==> src/rtl/spi_mem_arbiter.sv <==
// Arbitrates the SPI memory engine between instruction fetch and data access, one transaction at a time.
// state | meaning: IDLE wait for grant | ISSUE start pulse to engine | WAIT await spi_done or timeout | RESP done pulse to owner
module spi_mem_arbiter #(
  parameter int AW      = 16,
  parameter int DW      = 8,
  parameter int TIMEOUT = 1023
) (
  input  logic          clk,
  input  logic          rst,
  input  logic          halt,
  input  logic          f_req,
  input  logic [AW-1:0] f_addr,
  output logic          f_done,
  output logic [DW-1:0] f_rdata,
  input  logic          d_req,
  input  logic          d_we,
  input  logic [AW-1:0] d_addr,
  input  logic [DW-1:0] d_wdata,
  output logic          d_done,
  output logic [DW-1:0] d_rdata,
  output logic          spi_start,
  output logic          spi_we,
  output logic [AW-1:0] spi_addr,
  output logic [DW-1:0] spi_wdata,
  input  logic          spi_done,
  input  logic [DW-1:0] spi_rdata,
  output logic          busy,
  output logic          timeout_err
);

  localparam int TW = $clog2(TIMEOUT + 1);
  localparam logic OWN_F = 1'b0;
  localparam logic OWN_D = 1'b1;

  typedef enum logic [1:0] {IDLE, ISSUE, WAIT, RESP} state_t;

  state_t        state;
  logic          owner;
  logic          last_owner;
  logic [TW-1:0] timer;
  logic          grant_d;

  // Contention goes to whichever requester did not win last time.
  always_comb begin
    grant_d = d_req && (!f_req || (last_owner == OWN_F));
  end

  always_ff @(posedge clk or posedge rst) begin
    if (rst) begin
      state       <= IDLE;
      owner       <= OWN_D;
      last_owner  <= OWN_D;
      timer       <= '0;
      spi_start   <= 1'b0;
      spi_we      <= 1'b0;
      spi_addr    <= '0;
      spi_wdata   <= '0;
      f_done      <= 1'b0;
      f_rdata     <= '0;
      d_done      <= 1'b0;
      d_rdata     <= '0;
      busy        <= 1'b0;
      timeout_err <= 1'b0;
    end else begin
      spi_start <= 1'b0;
      f_done    <= 1'b0;
      d_done    <= 1'b0;
      case (state)
        IDLE: begin
          if (!halt && (f_req || d_req)) begin
            owner      <= grant_d;
            last_owner <= grant_d;
            spi_we     <= grant_d ? d_we : 1'b0;
            spi_addr   <= grant_d ? d_addr : f_addr;
            spi_wdata  <= grant_d ? d_wdata : '0;
            spi_start  <= 1'b1;
            busy       <= 1'b1;
            state      <= ISSUE;
          end
        end
        ISSUE: begin
          // Down-counter: WAIT lasts at most TIMEOUT+1 cycles before aborting.
          timer <= TW'(TIMEOUT);
          state <= WAIT;
        end
        WAIT: begin
          if (spi_done) begin
            if (owner == OWN_D) begin
              d_rdata <= spi_rdata;
              d_done  <= 1'b1;
            end else begin
              f_rdata <= spi_rdata;
              f_done  <= 1'b1;
            end
            state <= RESP;
          end else if (timer == '0) begin
            if (owner == OWN_D) begin
              d_rdata <= '1;
              d_done  <= 1'b1;
            end else begin
              f_rdata <= '1;
              f_done  <= 1'b1;
            end
            timeout_err <= 1'b1;
            state       <= RESP;
          end else begin
            timer <= timer - 1'b1;
          end
        end
        RESP: begin
          busy  <= 1'b0;
          state <= IDLE;
        end
        default: begin
          busy  <= 1'b0;
          state <= IDLE;
        end
      endcase
    end
  end

endmodule

==> config.mk <==
export PLATFORM = sky130hd
export DESIGN_NAME = spi_mem_arbiter
export DESIGN_NICKNAME = d
export VERILOG_FILES = /design/src/rtl/spi_mem_arbiter.sv
export SDC_FILE = /design/constraint.sdc
export NUM_CORES = 1
export LEC_CHECK = 0
export ABC_AREA = 1
export CAP_MARGIN = 15
export CELL_PAD_IN_SITES_DETAIL_PLACEMENT = 1
export CELL_PAD_IN_SITES_GLOBAL_PLACEMENT = 2
export CORE_ASPECT_RATIO = 0.9
export CORE_MARGIN = 2
export CORE_UTILIZATION = 23
export DETAILED_ROUTE_END_ITERATION = 6
export GPL_ROUTABILITY_DRIVEN = 0
export MAX_ROUTING_LAYER = met4
export PLACE_DENSITY = 0.85
export SETUP_SLACK_MARGIN = 0.2
export SYNTH_ARGS = -nofsm -noshare
export SYNTH_HDL_FRONTEND = slang
export SYNTH_SLANG_ARGS = --single-unit
==> constraint.sdc <==
create_clock -name clk -period 1.84 [get_ports clk]
set_input_delay 0.276 -clock clk [delete_from_list [all_inputs] [get_ports clk]]
set_output_delay 0.276 -clock clk [all_outputs]
set_load 0.1 [all_outputs]
### After elaboration in Yosys (flattened, before gate mapping)

Index checks and enable logic that the tools add are counted.

* flip-flop bits (word level): 59
* latch bits: 0
* memory bits (writable): 0
* ROM bits: 0
* bits of input ports: 55
* output and inout bits: 46
* memories kept: 0

* add/subtract/negate cells: 1
* multiply operators: 0
* div/mod/pow operators: 0
* order comparisons: 0
* eq/ne operators: 7
* shifts and indexed selects: 0
* multiplexer cells: 30
* bitwise operators: 2
* reduce and logical (&&, ||, !) cells: 18

Operators with widths (count)
* $mux W8: 9
* $mux W10: 2
* $pmux W10 S2: 1
* $mux W16: 1
* $mux W1: 12
* $reduce_and A3 Y1: 4
* $logic_not A10 Y1: 1
* $sub A10 B1 Y10 const B: 1
* $pmux W2 S4: 1
* $mux W2: 3
* $ne A2 B2 Y1 const B: 3
* $reduce_and A2 Y1: 3
* $reduce_bool A2 Y1: 3
* $eq A2 B2 Y1 const B: 2
* $ne A3 B3 Y1 const B: 1
* $eq A2 B1 Y1 const B: 1
* $logic_and A1 B1 Y1: 2
* $logic_not A1 Y1: 2
* $logic_not A2 Y1: 1
* $logic_or A1 B1 Y1: 2
* $not A1 Y1: 2
* $pmux W1 S2: 1

### Depth between registers and ports, before layout

* depth in word-level cells: 4
* depth in mapped cells: 9

### Worst setup path after synthesis

No wires, ideal clock.

* path type: register to register
* from: register timer[0]
* to: register f_rdata[0]
* setup time: 122 ps
* arrival: 1383 ps
* path slack: 335 ps
* cell stages (with the launch flop): 10
* buffers on the path: 0
* clock period less this slack: 1505 ps
* cell sequence: dfrtp_1 -> inv_1 -> ha_1 -> nand2_2 -> nor2_4 -> nand2_4 -> nand2_8 -> nand3_4 -> nand2_1 -> nand2_1

* word-level cells in the longest chain between the ends: 3

Ends and longest elaborated chain
* start: declaration: RTL line 40 `logic [TW-1:0] timer;`
* start signal: assignment: RTL line 83 `timer <= TW'(TIMEOUT);`
* start signal: assignment: RTL line 107 `timer <= timer - 1'b1;`
* $logic_not A10 Y1: RTL line 96 `end else if (timer == '0) begin`
* $reduce_bool A2 Y1 (no line)
* $reduce_and A3 Y1 (no line)
* end signal: assignment: RTL line 92 `f_rdata <= spi_rdata;`
* end: declaration: RTL line 14 `output logic [DW-1:0] f_rdata,`

No other way between the ends.
A chain may end at the register's enable or synchronous reset.

### Worst setup path in the final report

* from: register state[0]
* to: register timeout_err

* word-level cells in the longest chain between the ends: 2

Ends and longest elaborated chain
* start: declaration: RTL line 37 `state_t state;`
* start signal: assignment: RTL line 50 `state <= IDLE;`
* start signal: assignment: RTL line 78 `state <= ISSUE;`
* start signal: assignment: RTL line 84 `state <= WAIT;`
* $eq A2 B2 Y1: RTL line 68 `case (state)`
* $reduce_and A3 Y1 (no line)
* end signal: assignment: RTL line 63 `timeout_err <= 1'b0;`
* end signal: assignment: RTL line 104 `timeout_err <= 1'b1;`
* end: declaration: RTL line 28 `output logic timeout_err`

No other way between the ends.

==> results.md <==
- Multiplexer share of the synthesized area: 0%
- First-pass GRT wire length: 14500 µm
- Effective utilization at floorplan: 23.6%
- Die Height: 110 µm
- P&R area growth vs syn: 57.3%
- H-tree depth: 3
- Clock skew: 0.00732 ns
- Post-synth ARST share: 100%
- Routed WL: 9000 µm
- 1st-iter DRT viols: 143
- GRT busiest layer: met2
- Largest net degree at the start of global routing: 26
- Min cycle time layout: 1.55 ns
- Met3 GRT Util: 3.53%
- Vias: 2781
- N_diodes: 0
- R2R setup slack: 0.29 ns
- Worst Setup Start Kind: register
- Hold WC Path Type: in -> async
- Leading area contributor after synthesis: dfrtp_1
- Synthesized Nets: 395
- Post-route DRC: 0
- Top-count cell post-synth: nand2_1
- Grt met2 use: 23.6%
- Die area: 0.0133 mm²
- Largest family of logic cells by synthesized area: simple AND/OR/NAND/NOR gates
- Post-DP HPWL: 6320 µm
- Met1 GRT Util: 17.3%
- Post-Synth Simple-Gate Area: 32.3%
- Drt wl/cell: 14.4 µm
- Register bit total from synthesis: 59
- Final setup violation count: 0
- Synth Area in Compound Gates: 7.74%
- IO Count: 101
- Multi-input gate area: 0.00128 mm²
- Largest cells by area after synthesis: dfrtp_1 (51%), nand2_1 (13%), nand3_1 (4.9%), o21ai_0 (4.9%), nand4_1 (4.0%)
- Post-synthesis adder-cell area fraction: 2.64%
- Setup Crit Path Kind: reg -> reg
- Fin crit share: 84.2%
- Final nets: 522
- Root buf cell: clkbuf_16
- CTS Sinks: 59
- WP data required: 2.05 ns
- Final max-slew violation count: 0
- Post-Synth XOR/XNOR Area: 0.308%
- GRT Util Overall: 14.3%
- First-pass DRT Iterations: 4
- Slew headroom: 65.8%
- Vias per inst: 4.44
- Synth cell count leaders: nand2_1 (100), dfrtp_1 (58), nand3_1 (28), o21ai_0 (28), nor2_1 (26)
- Clock-pin slew on the worst setup and hold paths: 0.05 ns
- Cell count after synthesis: 334
- Num CTS Buffers: 9
- YS warnings: 0
- CTS tree: yes
- RSZ-0062 raised after global routing: yes
- Primary FF master, synth: dfrtp_1
- Final TNS setup: 0 ns
- Final hold violations: 0
- Outcome: finished clean
- Buffer levels on the longest clock path: 2
- CP Capture Type: register
- # rows: 38
- Pin slew with the least headroom to its limit: 0.512 ns
- Distinct cells, synth: 27
- Crit path DAT: 1.76 ns
- Antenna-violating nets left: 0
- # fillers: 1467
- Number of synthesized flops with an enable pin: 0
- Die width: 121 µm
- Vias in the first global route: 2951
- Core Footprint: 0.0121 mm²
- Number of antenna violations at the first check in global routing: 0
- Worst-path fanout max: 6
- Max frequency: 0.645 GHz
- Cell Area, Synth: 0.00285 mm²
- Layout cell share with drive strength beyond 1: 26.2%
- Max-Cap Viols: 0
- Syn Area/Cell: 8.52 µm²
- Sequential element share of the synthesized area: 51.9%
- Hold_buf cts: 0
- Clk_lat worst skew: 0.33 ns
- Top-area cell type share of the netlist area: 51.0%
- I/O Buffers: 100
- Sequential cell area: 0.00148 mm²
- GR Overflow Total: 0
## metal layers
layer	share of wire [%]	routed length (µm)	vias up
li1	-	-	1358
met1	46	4100	1344
met2	49	4400	71
met3	4.4	396	8
met4	1.2	106	0
met5	0	0	-
## final timing paths
check | startpoint | cells past startpoint | endpoint
worst min-delay path | rst | 2 | spi_we
max in group asynchronous | rst | 3 | last_owner
worst max register to register | state[0] | 7 | timeout_err
min in group clk | f_rdata[7] | 2 | f_rdata[7]
worst max-delay path | state[0] | 7 | timeout_err
worst min register to register | f_rdata[7] | 2 | f_rdata[7]
## area by class of cell
cell class	count	share of cell area [%]
clock buffers	12	5.73
repair inverters	1	0.168
clock inverters	4	0.559
well taps	160	4.47
multi-input cells	244	28.6
repair buffers	126	25.6
flip-flops and latches	59	33.0
inverters	20	1.84
## sequential cells by signal, summed over array words and instances (netlist names), 2 cells and up
name	count
state	2
spi_addr	16
f_rdata	8
spi_wdata	8
timer	10
d_rdata	8
## kinds of logic (layout without fill, tap and decap cells)
logic type | Yosys count | after routing
buf+inv | 33 | 163
xor+xnor | 1 | 1
flops | 59 | 59
fa+ha+maj | 6 | 6
compound gates | 42 | 42
simple gates | 193 | 195
## timing repair
action                                 CTS  global route
setup endpoints to repair               44            35
gates cloned                             1             2
pin swaps                                1             3
buffers inserted                         8             9
resized for setup                        4             8
endpoints found under the hold margin    0             0
## placed cells by master, fill, tap and decap left out, types with 2 or more instances in the layout
cell             netlist  layout
nand2_1              100      98
buf_4                  1      66
dfrtp_1               58      58
clkdlybuf4s50_1        0      54
nand3_1               28      28
o21ai_0               28      28
nor2_1                26      25
nand4_1               18      18
inv_1                 19      14
o21ai_1               11      11
or2_2                  9       9
clkbuf_16              0       9
clkinvlp_4             0       5
ha_1                   6       5
buf_12                 0       5
nand2_2                2       4
nor2_2                 2       3
inv_2                  0       3
nand2_8                1       3
nor2_4                 2       2
nand3_4                2       2
clkbuf_8               0       2
clkinv_2               0       2
nand3_2                0       2
## critical path, cell delays in order (launching register included)
cell,delay [ns]
dfrtp_1,0.40
inv_2,0.07
ha_1,0.21
inv_1,0.16
nor2_4,0.11
buf_4,0.15
buf_4,0.12
a31o_2,0.22
## per-stage QoR
| step | cell area [µm²] | util (%) | hold WS (ns) | std cells | worst slack [ns] |
|---|---|---|---|---|---|
| floorplan | 2850 | - | 0.375 | 334 | 0.335 |
| global placement | 3970 | 32.9 | 0.457 | 590 | 0.0721 |
| detailed placement | 3970 | 32.9 | 0.461 | 590 | -0.0491 |
| CTS | 4360 | 36.1 | 0.346 | 615 | 0.214 |
| global route | 4480 | 37.1 | 0.385 | 626 | 0.187 |
| finish | 4480 | 37.1 | 0.337 | 626 | 0.290 |
Power is left out: the tool's default activity adds up to more than one toggle a clock period on the data nets, which glitch-free logic cannot reach.
